[config.mk]
export PLATFORM = sky130hd
export DESIGN_NAME = load_store_unit_flat
export DESIGN_NICKNAME = d
export VERILOG_FILES = /design/src/rtl/load_store_unit_if.sv /design/src/rtl/load_store_unit.sv /design/src/flat_wrapper.sv
export SDC_FILE = /design/constraint.sdc
export NUM_CORES = 1
export LEC_CHECK = 0
export CAP_MARGIN = 20
export CELL_PAD_IN_SITES_DETAIL_PLACEMENT = 2
export CELL_PAD_IN_SITES_GLOBAL_PLACEMENT = 2
export CORE_MARGIN = 2
export CORE_UTILIZATION = 25
export DETAILED_ROUTE_END_ITERATION = 6
export PLACE_DENSITY = 0.88
export SETUP_SLACK_MARGIN = 0.02
export SYNTH_ARGS = -nofsm -noshare
export SYNTH_HDL_FRONTEND = slang
export SYNTH_SLANG_ARGS = --single-unit
[constraint.sdc]
create_clock -name CLK -period 2.4 [get_ports CLK]
set_clock_uncertainty 0.15 [all_clocks]
set_input_delay 0.48 -clock CLK [delete_from_list [all_inputs] [get_ports CLK]]
set_output_delay 0.48 -clock CLK [all_outputs]
set_load 0.02 [all_outputs]
[src/rtl/load_store_unit_if.sv]
// Data-memory req/ack bus between the LSU (master) and memory (slave).
// Request fields are held stable while mem_req is high.
interface load_store_unit_if #(
   parameter int ADDR_WIDTH = 32,
   parameter int DATA_WIDTH = 32
);
   logic                    mem_req;
   logic                    mem_we;
   logic [ADDR_WIDTH-1:0]   mem_addr;
   logic [DATA_WIDTH/8-1:0] mem_be;
   logic [DATA_WIDTH-1:0]   mem_wdata;
   logic [DATA_WIDTH-1:0]   mem_rdata;
   logic                    mem_ack;

   modport master (
      output mem_req, mem_we, mem_addr, mem_be, mem_wdata,
      input  mem_rdata, mem_ack
   );

   modport slave (
      input  mem_req, mem_we, mem_addr, mem_be, mem_wdata,
      output mem_rdata, mem_ack
   );
endinterface

[src/rtl/load_store_unit.sv]
// RV32I load/store unit: one req/ack access per instruction, stalls the
// core until the access completes, is rejected, or times out.
module load_store_unit #(
   parameter int DATA_WIDTH     = 32,
   parameter int ADDR_WIDTH     = 32,
   parameter int TIMEOUT_CYCLES = 16
) (
   input  logic                  CLK,
   input  logic                  rst,
   input  logic                  MemRead,
   input  logic                  MemWrite,
   input  logic [2:0]            funct3,
   input  logic [ADDR_WIDTH-1:0] ALU_Result,
   input  logic [DATA_WIDTH-1:0] store_data,
   output logic [DATA_WIDTH-1:0] load_data,
   output logic                  lsu_stall,
   output logic                  misaligned,
   output logic                  lsu_err,
   load_store_unit_if.master     mem
);

   typedef enum logic [1:0] {IDLE, REQ, DONE} state_t;

   localparam int CW =
      (TIMEOUT_CYCLES > 2) ? $clog2(TIMEOUT_CYCLES) : 1;
   localparam logic [CW-1:0] LAST = CW'(TIMEOUT_CYCLES - 1);

   state_t                  state;
   logic [CW-1:0]           cnt;
   logic                    timed_out;
   logic [DATA_WIDTH-1:0]   rdata_q;
   logic [2:0]              f3_q;
   logic [1:0]              off_q;

   logic                    start;
   logic                    is_h;
   logic                    is_w;
   logic                    f3_ok;
   logic                    illegal;
   logic                    go;
   logic [1:0]              off;
   logic [3:0]              be_n;
   logic [DATA_WIDTH-1:0]   wdata_n;
   logic [7:0]              byte_v;
   logic [15:0]             half_v;

   assign start = MemRead ^ MemWrite;
   assign off   = ALU_Result[1:0];
   assign is_h  = (funct3[1:0] == 2'b01);
   assign is_w  = (funct3 == 3'b010);

   // Stores have no unsigned variants.
   assign f3_ok = MemWrite ? (funct3 inside {3'b000, 3'b001, 3'b010})
                           : (funct3 inside {3'b000, 3'b001, 3'b010,
                                             3'b100, 3'b101});

   assign illegal    = (MemRead & MemWrite) | (start & ~f3_ok);
   assign misaligned = start & ((is_h & off[0]) | (is_w & (|off)));
   assign go         = (state == IDLE) & start & f3_ok & ~misaligned;

   assign lsu_stall = go | (state == REQ);
   assign lsu_err   = ((state == IDLE) & illegal)
                    | ((state == DONE) & timed_out);

   always_comb begin
      be_n    = 4'b0001 << off;
      wdata_n = {4{store_data[7:0]}};
      unique case (1'b1)
         is_w: begin
            be_n    = 4'b1111;
            wdata_n = store_data;
         end
         is_h: begin
            be_n    = 4'b0011 << off;
            wdata_n = {2{store_data[15:0]}};
         end
         default: ;
      endcase
   end

   always_comb begin
      load_data = '0;
      byte_v    = rdata_q[{off_q, 3'b000} +: 8];
      half_v    = rdata_q[{off_q[1], 4'b0000} +: 16];
      if (state == DONE && !mem.mem_we && !timed_out) begin
         unique case (f3_q)
            3'b000:  load_data = {{(DATA_WIDTH-8){byte_v[7]}}, byte_v};
            3'b001:  load_data = {{(DATA_WIDTH-16){half_v[15]}}, half_v};
            3'b010:  load_data = rdata_q;
            3'b100:  load_data = {{(DATA_WIDTH-8){1'b0}}, byte_v};
            3'b101:  load_data = {{(DATA_WIDTH-16){1'b0}}, half_v};
            default: load_data = '0;
         endcase
      end
   end

   always_ff @(posedge CLK) begin
      if (!rst) begin
         state         <= IDLE;
         cnt           <= '0;
         timed_out     <= 1'b0;
         rdata_q       <= '0;
         f3_q          <= '0;
         off_q         <= '0;
         mem.mem_req   <= 1'b0;
         mem.mem_we    <= 1'b0;
         mem.mem_addr  <= '0;
         mem.mem_be    <= '0;
         mem.mem_wdata <= '0;
      end else begin
         unique case (state)
            IDLE: begin
               if (go) begin
                  state         <= REQ;
                  cnt           <= '0;
                  timed_out     <= 1'b0;
                  f3_q          <= funct3;
                  off_q         <= off;
                  mem.mem_req   <= 1'b1;
                  mem.mem_we    <= MemWrite;
                  mem.mem_addr  <= {ALU_Result[ADDR_WIDTH-1:2], 2'b00};
                  mem.mem_be    <= be_n;
                  mem.mem_wdata <= wdata_n;
               end
            end
            REQ: begin
               // An ack on the expiry cycle still counts as success.
               if (mem.mem_ack) begin
                  rdata_q     <= mem.mem_rdata;
                  mem.mem_req <= 1'b0;
                  state       <= DONE;
               end else if (cnt == LAST) begin
                  timed_out   <= 1'b1;
                  mem.mem_req <= 1'b0;
                  state       <= DONE;
               end else begin
                  cnt <= cnt + 1'b1;
               end
            end
            DONE: begin
               state <= IDLE;
               cnt   <= '0;
            end
            default: state <= IDLE;
         endcase
      end
   end

endmodule

[src/flat_wrapper.sv]
// flat-port wrapper written by rule: the top's interface ports become plain ports
module load_store_unit_flat 
#(
   parameter int DATA_WIDTH     = 32,
   parameter int ADDR_WIDTH     = 32,
   parameter int TIMEOUT_CYCLES = 16
)
  (CLK, rst, MemRead, MemWrite, funct3, ALU_Result, store_data, load_data, lsu_stall, misaligned, lsu_err, mem_mem_req, mem_mem_we, mem_mem_addr, mem_mem_be, mem_mem_wdata, mem_mem_rdata, mem_mem_ack);
  load_store_unit_if #(.ADDR_WIDTH(ADDR_WIDTH), .DATA_WIDTH(DATA_WIDTH)) mem_i ();
  input  logic CLK;
  input  logic rst;
  input  logic MemRead;
  input  logic MemWrite;
  input  logic [2:0] funct3;
  input  logic [ADDR_WIDTH-1:0] ALU_Result;
  input  logic [DATA_WIDTH-1:0] store_data;
  output logic [DATA_WIDTH-1:0] load_data;
  output logic lsu_stall;
  output logic misaligned;
  output logic lsu_err;
  output wire logic [$bits(mem_i.mem_req)-1:0] mem_mem_req;
  output wire logic [$bits(mem_i.mem_we)-1:0] mem_mem_we;
  output wire logic [$bits(mem_i.mem_addr)-1:0] mem_mem_addr;
  output wire logic [$bits(mem_i.mem_be)-1:0] mem_mem_be;
  output wire logic [$bits(mem_i.mem_wdata)-1:0] mem_mem_wdata;
  input wire logic [$bits(mem_i.mem_rdata)-1:0] mem_mem_rdata;
  input wire logic [$bits(mem_i.mem_ack)-1:0] mem_mem_ack;
  assign mem_mem_req = mem_i.mem_req;
  assign mem_mem_we = mem_i.mem_we;
  assign mem_mem_addr = mem_i.mem_addr;
  assign mem_mem_be = mem_i.mem_be;
  assign mem_mem_wdata = mem_i.mem_wdata;
  assign mem_i.mem_rdata = mem_mem_rdata;
  assign mem_i.mem_ack = mem_mem_ack;
  load_store_unit #(.DATA_WIDTH(DATA_WIDTH), .ADDR_WIDTH(ADDR_WIDTH), .TIMEOUT_CYCLES(TIMEOUT_CYCLES)) u_core (.CLK(CLK), .rst(rst), .MemRead(MemRead), .MemWrite(MemWrite), .funct3(funct3), .ALU_Result(ALU_Result), .store_data(store_data), .load_data(load_data), .lsu_stall(lsu_stall), .misaligned(misaligned), .lsu_err(lsu_err), .mem(mem_i));
endmodule
==> key figures <==
Clocking
  – Maximum buffer depth of the clock tree: 2
  – Clock tree from TritonCTS: done
  – CTS HTree Levels: 3
  – Skew-Pair Late Insertion Delay: roughly 0.37 ns
  – Root buffer cell: clkbuf_16
  – Number of buffers created by CTS: 9
  – Clock slew seen by the registers of the worst setup and hold paths: 0.09 ns
  – Sink count of the clock tree: 112

Floorplanning
  – I/O pins: roughly 210
  – Placeable core region: between 20,000 and 25,000 µm²
  – Effective utilization at floorplan: between 20 and 30%
  – Die Width: about 150 µm
  – Overall die area: 23,760 µm²
  – Number of core rows: 54
  – Floorplan die height: roughly 150 µm

Cells and area
  – Synth-to-layout area growth: 61.82%
  – Final layout net count: between 1,000 and 1,500
  – Layout cell share with drive strength beyond 1: roughly 24%
  – Core occupancy in the finished layout: 41.54%
  – Multi-input gate area: 3388 µm²
  – Fill cells: roughly 2,400
  – Antenna fix cells: 0
  – Area occupied by registers: 2261 µm²

STA
  – Worst Slack Setup Final: -0.3373 ns
  – Ratio of final minimum period to clock period: 114.1%
  – Final Max Slew Viols: 0
  – Achievable Freq: about 370 MHz
  – Final min period: around 2.7 ns
  – Final Hold Violating Endpoints: 0
  – RSZ-0062 raised after global routing: true
  – Final count of negative-setup-slack endpoints: 32
  – Sum of negative setup slack: -6.817 ns
  – Worst Max-Slew Pin Slew: between 0.6 and 0.7 ns
  – Tightest slew margin relative to the limit: between 50% and 60%

Critical path
  – Arrival time reported for the critical path endpoint: about 2.1 ns
  – Critical path class: flip-flop to output port
  – Critical path fanouts, max: 8
  – Cell count of the worst reg-to-reg path: 7
  – Required time worst endpoint: 1.77 ns
  – Cells traversed along the worst timing path: mux2i_2 > mux2_2 > or4_4 > a21oi_1 > buf_4
  – Standard cell with the maximum stage delay on the critical path: or4_4
  – Setup slack of the worst register-to-register path: ~0.10 ns
  – Crit Reg-Reg Startpoint: u_core.state[1]
  – Category of the worst setup path launch point: flip-flop
  – Worst R2R End: u_core.mem.mem_req
  – Slowest Stage Delay on Critical Path: about 0.51 ns
  – Type of element capturing the critical path: output port

Global route
  – Number of antenna violations at the first check in global routing: 0
  – Largest net degree at the start of global routing: 68
  – All-layer global routing usage: about a quarter
  – Global-route wire length before repair: 43,370 µm
  – Vias in the first global route: 7,107
  – Global route total overflow: 0

Yosys
  – Synthesized-area fraction occupied by xor and xnor cells: 0%
  – Mux contribution to synthesized area: a little over an eighth
  – Mean instance size in the synthesized netlist: 8.029 µm²
  – Main combinational cell family by area after synthesis: simple AND/OR/NAND/NOR gates
  – Dominant register cell in the synthesized netlist: dfxtp_1
  – Number of warnings issued by yosys: 0
  – Synthesized cell area: 5637 µm²
  – Synthesized flop and latch total: 112
  – Compound-gate portion of the synthesized area: 20.22%
  – Yosys top cell area share: approximately two fifths
  – Most area-hungry cell type in the Yosys netlist: dfxtp_1
  – Sequential share of the synthesized area: roughly 40%
  – Number of distinct library cell variants in the gate-level netlist after synthesis: 51
  – Synth Instances: 702
  – Post-synth EDFFs: 0
  – Dominant cells by area after synthesis: dfxtp_1 (40%), nand2_1 (13%), mux2i_1 (10%)
  – Area share of fa/ha/maj cells after synthesis: 0.4440%
  – FFs w/ async S/R, synth: 0%
  – Simple-Gate Fraction of Synth Area: between 20% and 30%

Detailed routing
  – Vias after detailed routing: 6,504
  – Antenna-violating nets left: 0
  – Total Routed Length: ~30,000 µm
  – Remaining DRCs: 0
  – Detailed-route vias per instance: 5.331
  – Number of violations reported at the end of detailed-routing iteration 0: about 300
  – Routed WL per cell: 24.56 µm
  – Pre-antenna DRT Iters: 6

Power
  – Cell internal pwr: roughly 3300 µW
  – Sequential share of power: around 41%
  – Combinational share of power: between 20% and 30%
  – Maximum ir drop on the vdd rail: 0.0003605 V
  – Psw: 1639 µW
  – Static Leak: between 0.003 and 0.004 µW
  – Power Dens Cells: 542.7 nW/µm²
  – Net Sw Frac: 33.11%
  – Proportion of power drawn by the clock network: between 30% and 40%

Hold path
  – Hold Startpoint: u_core.mem.mem_be[0]
  – Endpoint of the worst hold-timing path: u_core.mem.mem_be[0]
  – Worst hold path cell count: 2
  – Kind of path behind the tightest hold check: flip-flop to flip-flop

Run
  – Maximum capacitance violations: 0

Outcome
  – Result of the run: finished, violations left
  – Violations in the final reports: setup timing

Place
  – Hpwl dp: roughly 19,000 µm
  – Number of buffers inserted by port buffering: between 200 and 250
  – Final weighted congestion in routability-driven placement: 0.8123
## cells by family after synthesis
logic type	after synthesis
and+or+nand+nor	262
AOI/OAI and AO/OA	181
DFF	112
muxes	74
buffers and inverters	70
adders and majority gates	2
other	1
## final cells by class
type / count / area share, %
Multi-Input combinational cell: 521 / 37.15
Timing Repair Buffer: 288 / 30.66
Sequential cell: 112 / 24.79
Tap cell: 280 / 3.841
Clock buffer: 9 / 2.469
Clock inverter: 7 / 0.9739
Inverter: 3 / 0.1235
## power by group through the flow
stage / clock (µW) / sequential (µW) / combinational (µW)
6_report: 1650 / 2050 / 1250
3_3_place_gp: 0 / 2070 / 1090
5_1_grt: 1760 / 2060 / 1320
2_1_floorplan: 0 / 2150 / 441
4_1_cts: 1660 / 2040 / 1190
3_5_place_dp: 0 / 2080 / 1130
## cell usage after synthesis, drive strengths merged (2+ instances only)
| master | instances |
|---|---|
| buf | 21 |
| a21oi | 94 |
| clkbuf | 46 |
| or3 | 2 |
| a41o | 3 |
| dfxtp | 112 |
| inv | 3 |
| mux2i | 58 |
| nor4b | 3 |
| or4 | 2 |
| a22oi | 15 |
| o31ai | 2 |
| nand2 | 194 |
| o21ai | 19 |
| nand4 | 18 |
| nor2b | 7 |
| a311oi | 3 |
| a211oi | 9 |
| mux2 | 16 |
| nand3 | 12 |
| a21o | 10 |
| ha | 2 |
| nor3 | 3 |
| nand2b | 3 |
| and2 | 3 |
| nor2 | 5 |
| and3 | 3 |
| o211ai | 17 |
## worst max-delay path by stage
stage                          startpoint            end  slack (ns)  depth (start not counted)
after floorplan           u_core.state[1]   load_data[6]        0.03                          4
after global placement          funct3[1]        lsu_err       -0.52                          7
after detailed placement        funct3[1]        lsu_err       -0.58                          7
after CTS                 u_core.off_q[0]  load_data[15]       -0.24                          5
after global routing      u_core.off_q[0]  load_data[10]       -0.37                          5
final                     u_core.off_q[0]   load_data[9]       -0.34                          5
## worst max-delay path, delay by kind of cell, from the launching register on
kind            cells  cell delay [ns]
buf+inv             1             0.18
simple gates        1             0.51
mux                 2             0.46
flops               1             0.37
compound gates      1             0.21
## routing by layer
metal / track usage [%] / wire [µm]
met5: 0 / 0
met1: 27.26 / 12300
met4: 10.64 / 1204
met3: 3.664 / 1189
met2: 42.77 / 15260
## layout by cell type (no fill, tap or decap), types with 16 or more instances in the layout
cell and instances:
nand4_1 18, buf_6 20, o21ai_0 16, a21oi_1 69, mux2i_1 57, buf_4 84, dfxtp_1 105, nand2_1 188
clkdlybuf4s50_1 163, o211ai_1 17, a21oi_2 22
## repair_timing
action	CTS	global route
gates cloned	0	0
pin swaps	10	16
resized for setup	268	29
setup endpoints to repair	35	34
buffers inserted	14	7
hold buffers	0	0
## registers in the layout, summed over array words and instances, names as in the netlist
signal                count
u_core.rdata_q           32
u_core.mem.mem_wdata     32
u_core.mem.mem_be         4
u_core.mem.mem_we         1
u_core.cnt                4
u_core.state              2
u_core.f3_q               3
u_core.mem.mem_req        1
u_core.off_q              2
u_core.mem.mem_addr      30
u_core.timed_out          1
## through the flow
step / hold WS (ns) / std cells / worst slack, ns / instance area [µm²] / total power [µW]
floorplan: 0.2867 / 703 / 0.03412 / 5640 / 2595
global placement: 0.2900 / 1185 / -0.5204 / 8332 / 3157
detailed placement: 0.3000 / 1185 / -0.5760 / 8332 / 3207
CTS: 0.3139 / 1214 / -0.2414 / 9009 / 4895
global route: 0.3438 / 1220 / -0.3674 / 9121 / 5131
finish: 0.3085 / 1220 / -0.3373 / 9121 / 4950
No activity file was read; power rests on OpenSTA's default activity.
